===== config.mk =====
export PLATFORM = sky130hd
export DESIGN_NAME = draw_start_rom
export DESIGN_NICKNAME = d
export VERILOG_FILES = /design/src/rtl/draw_start_rom.sv
export SDC_FILE = /design/constraint.sdc
export NUM_CORES = 1
export LEC_CHECK = 0
export ABC_AREA = 1
export BUFFER_PORTS_ARGS = -buffer_cell sky130_fd_sc_hd__buf_2
export CAP_MARGIN = 20
export CORE_ASPECT_RATIO = 1.25
export CORE_MARGIN = 10
export CORE_UTILIZATION = 42
export CTS_CLUSTER_SIZE = 25
export DETAILED_ROUTE_END_ITERATION = 12
export GPL_ROUTABILITY_DRIVEN = 0
export PLACE_DENSITY = 0.66
export SLEW_MARGIN = 10
export SYNTH_ARGS = -nofsm -noshare
export SYNTH_HDL_FRONTEND = slang
export SYNTH_SLANG_ARGS = --single-unit

===== constraint.sdc =====
create_clock -name clk -period 1.5 [get_ports clk]
set_input_delay 0.15 -clock clk [delete_from_list [all_inputs] [get_ports clk]]
set_output_delay 0.15 -clock clk [all_outputs]
set_load 0.1 [all_outputs]

===== src/rtl/draw_start_rom.sv =====
// Start-screen banner overlay: turns VGA timing into image ROM addresses and keys the
// returned RGB444 pixels over the pass-through video, blinking on a frame count.
module draw_start_rom #(
   parameter int unsigned XPOS         = 200,
   parameter int unsigned YPOS         = 276,
   parameter int unsigned IMG_W        = 400,
   parameter int unsigned IMG_H        = 48,
   parameter int unsigned BLINK_FRAMES = 30,
   parameter logic [11:0] KEY_COLOR    = 12'h000
) (
   input  logic        clk,
   input  logic        rst_n,
   input  logic        enable,
   input  logic [10:0] hcount_in,
   input  logic [10:0] vcount_in,
   input  logic        hsync_in,
   input  logic        vsync_in,
   input  logic        hblnk_in,
   input  logic        vblnk_in,
   input  logic [11:0] rgb_in,
   output logic [14:0] rom_addr,
   input  logic [11:0] rom_pixel,
   output logic [10:0] hcount_out,
   output logic [10:0] vcount_out,
   output logic        hsync_out,
   output logic        vsync_out,
   output logic        hblnk_out,
   output logic        vblnk_out,
   output logic [11:0] rgb_out
);

   localparam int unsigned CW         = 11;
   localparam int unsigned AW         = 15;
   localparam int unsigned X_LAST     = XPOS + IMG_W - 1;
   localparam int unsigned Y_LAST     = YPOS + IMG_H - 1;
   localparam int unsigned BLINK_LAST = (BLINK_FRAMES > 0) ? BLINK_FRAMES - 1 : 0;
   localparam int unsigned CNT_W      = (BLINK_FRAMES > 1) ? $clog2(BLINK_FRAMES) : 1;

   logic            w_in_box;
   logic [CW-1:0]   w_dx;
   logic [CW-1:0]   w_dy;
   logic [AW-1:0]   w_addr;
   logic            w_tick;
   logic            w_show;

   logic [CW-1:0]   r_hc1, r_vc1, r_hc2, r_vc2;
   logic            r_hs1, r_vs1, r_hb1, r_vb1, r_box1, r_en1;
   logic            r_hs2, r_vs2, r_hb2, r_vb2, r_box2, r_en2;
   logic [11:0]     r_rgb1, r_rgb2;
   logic            r_vb_d;
   logic            r_visible;
   logic [CNT_W-1:0] r_cnt;

   // Address generation for the current input pixel
   always_comb begin
      w_in_box = (hcount_in >= CW'(XPOS)) && (hcount_in <= CW'(X_LAST)) &&
                 (vcount_in >= CW'(YPOS)) && (vcount_in <= CW'(Y_LAST)) &&
                 !hblnk_in && !vblnk_in;
      w_dx     = hcount_in - CW'(XPOS);
      w_dy     = vcount_in - CW'(YPOS);
      w_addr   = '0;
      if (w_in_box) begin
         w_addr = AW'(w_dy) * AW'(IMG_W) + AW'(w_dx);
      end
   end

   assign w_tick = vblnk_in & ~r_vb_d;
   assign w_show = r_box2 & r_en2 & r_visible & (rom_pixel != KEY_COLOR);

   // Three-stage video pipeline; S2 lines up with the ROM read latency
   always_ff @(posedge clk or negedge rst_n) begin
      if (!rst_n) begin
         rom_addr   <= '0;
         r_hc1      <= '0;
         r_vc1      <= '0;
         r_hs1      <= 1'b0;
         r_vs1      <= 1'b0;
         r_hb1      <= 1'b0;
         r_vb1      <= 1'b0;
         r_box1     <= 1'b0;
         r_en1      <= 1'b0;
         r_rgb1     <= '0;
         r_hc2      <= '0;
         r_vc2      <= '0;
         r_hs2      <= 1'b0;
         r_vs2      <= 1'b0;
         r_hb2      <= 1'b0;
         r_vb2      <= 1'b0;
         r_box2     <= 1'b0;
         r_en2      <= 1'b0;
         r_rgb2     <= '0;
         hcount_out <= '0;
         vcount_out <= '0;
         hsync_out  <= 1'b0;
         vsync_out  <= 1'b0;
         hblnk_out  <= 1'b0;
         vblnk_out  <= 1'b0;
         rgb_out    <= '0;
      end else begin
         rom_addr   <= w_addr;
         r_hc1      <= hcount_in;
         r_vc1      <= vcount_in;
         r_hs1      <= hsync_in;
         r_vs1      <= vsync_in;
         r_hb1      <= hblnk_in;
         r_vb1      <= vblnk_in;
         r_box1     <= w_in_box;
         r_en1      <= enable;
         r_rgb1     <= rgb_in;
         r_hc2      <= r_hc1;
         r_vc2      <= r_vc1;
         r_hs2      <= r_hs1;
         r_vs2      <= r_vs1;
         r_hb2      <= r_hb1;
         r_vb2      <= r_vb1;
         r_box2     <= r_box1;
         r_en2      <= r_en1;
         r_rgb2     <= r_rgb1;
         hcount_out <= r_hc2;
         vcount_out <= r_vc2;
         hsync_out  <= r_hs2;
         vsync_out  <= r_vs2;
         hblnk_out  <= r_hb2;
         vblnk_out  <= r_vb2;
         rgb_out    <= w_show ? rom_pixel : r_rgb2;
      end
   end

   // Blink phase counter; a low enable overrides a coincident frame tick
   always_ff @(posedge clk or negedge rst_n) begin
      if (!rst_n) begin
         r_vb_d    <= 1'b0;
         r_cnt     <= '0;
         r_visible <= 1'b1;
      end else begin
         r_vb_d <= vblnk_in;
         if (!enable || (BLINK_FRAMES == 0)) begin
            r_cnt     <= '0;
            r_visible <= 1'b1;
         end else if (w_tick) begin
            if (r_cnt == CNT_W'(BLINK_LAST)) begin
               r_cnt     <= '0;
               r_visible <= ~r_visible;
            end else begin
               r_cnt <= r_cnt + CNT_W'(1);
            end
         end
      end
   end

endmodule


==> impl_summary.txt, run 1 <==
----------------------------------------------------
[Worst setup path]
  Launching element type of the critical path ... input port
  Critical path depth ... 19
  Largest stage delay on the critical path ... 520 ps
  Most numerous cell on the critical path ... nand2_1
  CP cell instances ... buf_8 -> clkinvlp_4 -> ha_4 -> xor2_1 -> ha_1 -> inv_2 -> fa_1 -> inv_2 -> ha_4 -> xor2_2 -> ha_1 -> nand2_1 -> nor2_1 -> nand2_1 -> o211ai_1 -> nand2_1 -> nor2_2 -> or2_0 -> and2_1
  Setup slack of the worst register-to-register path ... 110 ps
  Cell class contributing the biggest share of worst-path delay ... adder cells
  Master of the slowest instance on the critical path ... fa_1
  Arrival time reported for the critical path endpoint ... 3040 ps
  Type of the worst setup path ... input port to register
  Required time of the worst setup path ... 1800 ps
  Max FO, Critical Path ... 3
  Number of cells on the worst reg-to-reg path ... 6
  Endpoint type of the worst setup path ... register
  Number of buffer and inverter stages on the critical path ... 4

[Finish]
  Synth-to-layout area growth ... 50.1%
  Count of fill cells added during filler insertion ... between 900 and 1000
  Area of all sequential standard cells ... 3480 sq um
  Area occupied by multi-input gates ... 2090 sq um
  Commonest cells after routing, fill and taps aside ... dfrtp_1 (138), buf_2 (102), nand2_1 (79)
  Final non-filler cell area ... 8210 sq um
  Fraction of final layout cells with drive strength greater than 1 ... 0.384
  Most frequent standard cell in the layout excluding fill and tap cells ... dfrtp_1
  Final net count ... 813
  Final cell count without fillers ... 901

[Route]
  Detailed-route wire length ... 13.2 mm
  Detailed-route via count ... 4119
  Number of nets with antenna violations after routing ... 0
  First-pass DRT Iterations ... 6
  Initial detailed-routing violation count ... 250
  Post-detailed-route DRC marker count ... 0
  DR vias/cell ... 4.57
  Average wire per cell in the routed design ... 14.6 um

[Global routing]
  Largest net degree at the start of global routing ... between 40 and 50
  Aggregate global-route resource usage ... 0.151
  Wire length of the first global-routing pass ... 21.4 mm
  Overflow left after global routing ... 0
  Initial antenna violation count ... 1
  Number of global-route vias before repair ... about 4500

[Die]
  # IOs ... 106
  Horiz. Die Dim ... 122 um
  Vert. Die Dim ... 148 um
  Starting utilization of the core area ... 0.430
  Placeable core region ... 12700 sq um
  Die outline area ... ~18000 sq um
  Number of core rows ... 46

[Clock tree]
  CTS max path bufs ... 2
  Clock transition at the registers of the reported paths ... 60 ps
  Root Driver ... clkbuf_16
  Clock net sink count ... around 140
  Number of H-tree levels ... 4
  Clock buffers created by TritonCTS ... 17
  Clock insertion delay at the later pin of the skew report ... 410 ps
  CTS tree ... built

[STA]
  Final max-slew violation count ... 0
  Setup repair after global routing missed its margin ... true
  Worst relative slew slack ... 0.658
  Count of endpoints failing hold in the final timing report ... 0
  Final Setup Violations ... 7
  Share of the cycle needed by the critical path after routing ... 1.82
  Setup WS post-layout ... -1230 ps
  Achievable Freq ... approximately 0.37 GHz
  Slew @ Worst Pin ... 516 ps
  Clock period minus final worst setup slack ... 2730 ps
  Layout Skew ... approximately 7.1 ps

[Hold path]
  Worst min-delay path category ... input port to register
  Instance count along the most critical hold path ... 2

[Synth]
  Number of flip-flops and latches in the synthesized netlist ... between 100 and 150
  Post-synthesis instance area ... 5470 sq um
  Mean area per synthesized cell ... 11.2 sq um
  Number of enable flip-flop cells after synthesis ... 0
  Total nets after synthesis ... 581
  Most used DFF post-synth ... dfrtp_1
  Ys Warns ... 0
  Sequential-to-total area share from yosys stat ... 0.636
  Count of mapped cells out of synthesis ... 488
  Distinct cell type count after synthesis ... 35
  FFs w/ async S/R, synth ... 1.00

[Place]
  Half-perimeter wire length after detailed placement ... 9.39 mm
  Placed Cells incl. Taps ... 825
  Instance area at placement ... 6900 sq um
  IO buf count ... 105

[Power]
  Leak Pwr ... 0.00416 uW
  Power per standard cell area ... 1400 nW/um^2
  IR drop worst, VDD ... 765 uV

[Status]
  Result of the run ... finished with violations
  Violations in the final reports ... negative setup slack

[Job]
  Total of max-cap violations ... 0

----------------------------------------------------
==> flip-flops by register name, indices dropped and copies added, names as in the netlist, 5 cells and up <==
signal and flops:
r_hc2 11, r_rgb2 12, vcount_out 11, r_vc1 11, r_vc2 11, rom_addr 15
r_rgb1 12, rgb_out 12, r_cnt 5, r_hc1 11, hcount_out 11
==> synthesized netlist by cell type, drive strengths merged, types with 3 or more instances <==
| cell | instances | area [sq um] |
|---|---|---|
| dfrtp | 138 | 3450 |
| nand2 | 94 | 370 |
| inv | 75 | 282 |
| nor2 | 36 | 140 |
| ha | 34 | 425 |
| nand3 | 24 | 120 |
| a21oi | 17 | 92.6 |
| o21ai | 16 | 83.8 |
| xor2 | 13 | 114 |
| fa | 6 | 120 |
| xnor2 | 6 | 52.6 |
| nand4 | 5 | 31.3 |
| nor3 | 4 | 25.0 |
| nand3b | 3 | 22.5 |
| nor4 | 3 | 18.8 |
==> power breakdown <==
part           switching [uW]  internal, uW
Sequential               64.2          3940
Clock                    1530          2620
Combinational            1890          1480
Total                    3480          8030
==> worst register-to-register path, delay by kind of cell, from the launching register on <==
family | cells | cell delay [ps]
AOI/OAI and AO/OA | 3 | 430
DFF | 1 | 400
buffers and inverters | 1 | 90
adders and majority gates | 1 | 170
and+or+nand+nor | 1 | 190
==> layer usage <==
| layer | track usage | part of all wire | vias up |
|---|---|---|---|
| met1 | 0.156 | 0.38 | 2001 |
| li1 | - | - | 1986 |
| met3 | 0.0537 | 0.062 | 23 |
| met4 | 0.0484 | 0.020 | 0 |
| met2 | 0.275 | 0.54 | 109 |
| met5 | 0 | 0 | - |
==> repair_timing <==
| action | in CTS | in global routing |
|---|---|---|
| buffers inserted | 6 | 2 |
| resized for setup | 34 | 26 |
| setup endpoints to repair | 9 | 22 |
| hold buffers | 37 | 0 |
| hold endpoints to repair | 100 | 0 |
| pin swaps | 30 | 24 |
==> kinds of logic after synthesis <==
family | share of synthesized area
adder cells (fa/ha/maj) | 0.0997
AO/OA/AOI/OAI | 0.0402
flip-flops | 0.636
AND/OR/NAND/NOR | 0.138
buffers and inverters | 0.0560
XOR/XNOR | 0.0304
==> through the flow <==
stage / setup WS, ps / setup TNS [ps] / utilization / hold WS (ps) / power (uW)
after global placement: -1660 / -11320 / 0.542 / 94.8 / 6820
after floorplan: -1450 / -6870 / - / -146 / 5900
after global routing: -1380 / -6970 / 0.646 / 1.77 / 12200
final: -1230 / -6010 / 0.646 / 16.2 / 11500
after detailed placement: -1780 / -11790 / 0.542 / 92.1 / 6910
after CTS: -1230 / -5890 / 0.635 / 1.67 / 11500
==> final cells by class <==
cell class              count  share of cell area
clock buffers              18              0.0523
multi-input cells         270               0.255
well taps                 168              0.0256
repair buffers            216               0.187
inverters                  76              0.0361
flip-flops and latches    139               0.424
diodes                      1            0.000305
clock inverters            13              0.0203
==> final timing paths <==
path                                       from                      to
max                                vcount_in[2]  rom_addr[13]$_DFF_PN0_
min                                vcount_in[0]      r_vc1[0]$_DFF_PN0_
max reg2reg                r_cnt[1]$_DFFE_PN0P_    r_cnt[4]$_DFFE_PN0P_
min reg2reg                  r_vc1[1]$_DFF_PN0_      r_vc2[1]$_DFF_PN0_
max in group asynchronous                 rst_n   rom_addr[1]$_DFF_PN0_
min in group asynchronous                 rst_n  rom_addr[13]$_DFF_PN0_
No activity file was read; power rests on OpenSTA's default activity.
==> run 2: changes to the inputs <==
--- a/config.mk
+++ b/config.mk
@@ -14,7 +14,6 @@
 export CTS_CLUSTER_SIZE = 25
 export DETAILED_ROUTE_END_ITERATION = 12
 export GPL_ROUTABILITY_DRIVEN = 0
-export PLACE_DENSITY = 0.66
 export SLEW_MARGIN = 10
 export SYNTH_ARGS = -nofsm -noshare
 export SYNTH_HDL_FRONTEND = slang
==> run 2 against run 1 <==
The flow still finishes with violations (negative setup slack); critical path depth stayed put; sequential power about the same; routed wire length increased by 7.1%; register-to-register slack improved by 20 ps; fmax fell by 2.2%.
==> impl_summary.txt, run 2 (same netlist as run 1, synthesis figures left out) <==
----------------------------------------------------
[Job]
  Total of max-cap violations ... 0

[Hold path]
  Instance count along the most critical hold path ... 3
  End point of the most critical hold path ... rom_addr[2]$_DFF_PN0_
  Hold path startpoint ... hcount_in[2]
  Worst min-delay path category ... input port to register

[Place]
  Pre-CTS WS ... -1750 ps
  Half-perimeter wire length after detailed placement ... 9.33 mm
  IO buf count ... roughly 110
  Instance area at placement ... roughly 6900 sq um

[Route]
  Average wire per cell in the routed design ... 15.3 um
  First-pass DRT Iterations ... 5
  Post-detailed-route DRC marker count ... 0
  Initial detailed-routing violation count ... 279
  DR vias/cell ... between 4 and 5
  Detailed-route via count ... 4220
  Detailed-route wire length ... ~14 mm
  Number of nets with antenna violations after routing ... 0

[Worst setup path]
  Max FO, Critical Path ... 3
  Launching element type of the critical path ... input port
  Arrival time reported for the critical path endpoint ... around 3100 ps
  Number of cells on the worst reg-to-reg path ... 6
  Setup slack of the worst register-to-register path ... approximately 130 ps
  Largest stage delay on the critical path ... 490 ps
  Master of the slowest instance on the critical path ... fa_1
  Endpoint type of the worst setup path ... register
  Reg-to-reg critical path startpoint ... r_cnt[1]$_DFFE_PN0P_
  CP cell instances ... buf_8 -> clkinvlp_4 -> ha_4 -> xor2_2 -> ha_1 -> inv_1 -> fa_1 -> inv_2 -> ha_4 -> xor2_1 -> ha_1 -> nand2_2 -> nor2_1 -> nand2_1 -> o211ai_1 -> nand2_1 -> nor2_2 -> or2_0 -> and2_1
  Type of the worst setup path ... input port to register
  Required time of the worst setup path ... 1800 ps
  End of the worst register-to-register path ... r_cnt[4]$_DFFE_PN0P_

[Global routing]
  Number of global-route vias before repair ... 4631
  Largest net degree at the start of global routing ... 46
  Wire length of the first global-routing pass ... 22.5 mm
  Aggregate global-route resource usage ... 0.158
  Overflow left after global routing ... 0
  Initial antenna violation count ... 0

[Die]
  Starting utilization of the core area ... 0.430
  Horiz. Die Dim ... approximately 120 um
  Vert. Die Dim ... 148 um
  # IOs ... about 110
  Placeable core region ... 12700 sq um
  Die outline area ... 18000 sq um
  Number of core rows ... 46

[Power]
  Power per standard cell area ... 1350 nW/um^2
  IR drop worst, VDD ... 886 uV
  Leak Pwr ... 0.00429 uW

[Clock tree]
  Number of H-tree levels ... 4
  CTS tree ... built
  Clock transition at the registers of the reported paths ... 60 ps
  CTS max path bufs ... 2
  Clock buffers created by TritonCTS ... 17
  Clock net sink count ... 139
  Clock insertion delay at the later pin of the skew report ... 410 ps
  Root Driver ... clkbuf_16

[STA]
  Slew @ Worst Pin ... 518 ps
  Worst relative slew slack ... 0.657
  Layout Skew ... about 10 ps
  Setup repair after global routing missed its margin ... true
  Share of the cycle needed by the critical path after routing ... 1.86
  Worst Hold Margin ... 8.11 ps
  Achievable Freq ... 0.358 GHz
  Final Setup Violations ... 7
  Final max-slew violation count ... 0
  Setup WS post-layout ... -1290 ps
  Count of endpoints failing hold in the final timing report ... 0
  Clock period minus final worst setup slack ... 2790 ps

[Status]
  Result of the run ... finished with violations
  Violations in the final reports ... negative setup slack

[Finish]
  Biggest register ... rom_addr
  Final non-filler cell area ... ~8500 sq um
  Count of fill cells added during filler insertion ... 950
  Most frequent standard cell in the layout excluding fill and tap cells ... dfrtp_1
  Fraction of final layout cells with drive strength greater than 1 ... 0.419
  Antenna diode instance count ... 0
  Number of flip-flops in the largest register ... 15
  Final net count ... 831
  Commonest cells after routing, fill and taps aside ... dfrtp_1 (138), buf_2 (99), nand2_1 (74)
  Synth-to-layout area growth ... 55.2%

----------------------------------------------------
## run 2: per-layer routing
layer  vias up  global-route usage  part of all wire
met4         0              0.0519             0.020
met5         -                   0                 0
met3        20              0.0492             0.058
met1      2050               0.170              0.38
met2       117               0.284              0.54
li1       2033                   -                 -
## run 2: per-stage QoR
stage	utilization	cells	power [uW]	setup TNS, ps
after floorplan	-	488	5900	-6870
after detailed placement	0.542	827	6930	-11500
after global placement	0.542	827	6840	-11100
after global routing	0.668	919	12100	-7890
final	0.668	919	11400	-6340
after CTS	0.649	916	11200	-5730
## run 2: area by class of cell
| cell class | count | area, sq um | area share |
|---|---|---|---|
| multi-input combinational | 270 | 2160 | 0.254 |
| clock inverter | 14 | 125 | 0.0147 |
| tap | 168 | 210 | 0.0248 |
| sequential | 139 | 3480 | 0.410 |
| timing repair buffer | 234 | 1780 | 0.210 |
| inverter | 76 | 299 | 0.0352 |
| clock buffer | 18 | 439 | 0.0517 |
## run 2: worst max path at each step
stage,startpoint,endpoint,cells after the start,slack [ps]
global route,vcount_in[2],rom_addr[13]$_DFF_PN0_,19,-1430
global placement,vcount_in[2],rom_addr[13]$_DFF_PN0_,18,-1670
floorplan,vcount_in[2],rom_addr[13]$_DFF_PN0_,18,-1450
finish,vcount_in[2],rom_addr[13]$_DFF_PN0_,19,-1290
detailed placement,vcount_in[2],rom_addr[13]$_DFF_PN0_,18,-1750
CTS,vcount_in[2],rom_addr[13]$_DFF_PN0_,19,-1230
## run 2: worst max-delay path: cells and delay by family
kind | cells | cell delay (ps)
AO/OA/AOI/OAI | 1 | 120
XOR/XNOR | 2 | 300
adder cells (fa/ha/maj) | 5 | 1560
buffers and inverters | 4 | 260
AND/OR/NAND/NOR | 7 | 700
## run 2: what timing repair did
item,4_1_cts,5_1_grt
setup endpoints to repair,7,32
gates resized for setup,45,49
endpoints found under the hold margin,140,1
hold buffers,41,1
setup buffers,24,7
gates cloned,0,2
pin swaps,38,37
## run 2: where the power goes
part,switching [uW],internal [uW]
combinational,1950,1550
clock,1700,2220
sequential,69.6,3940
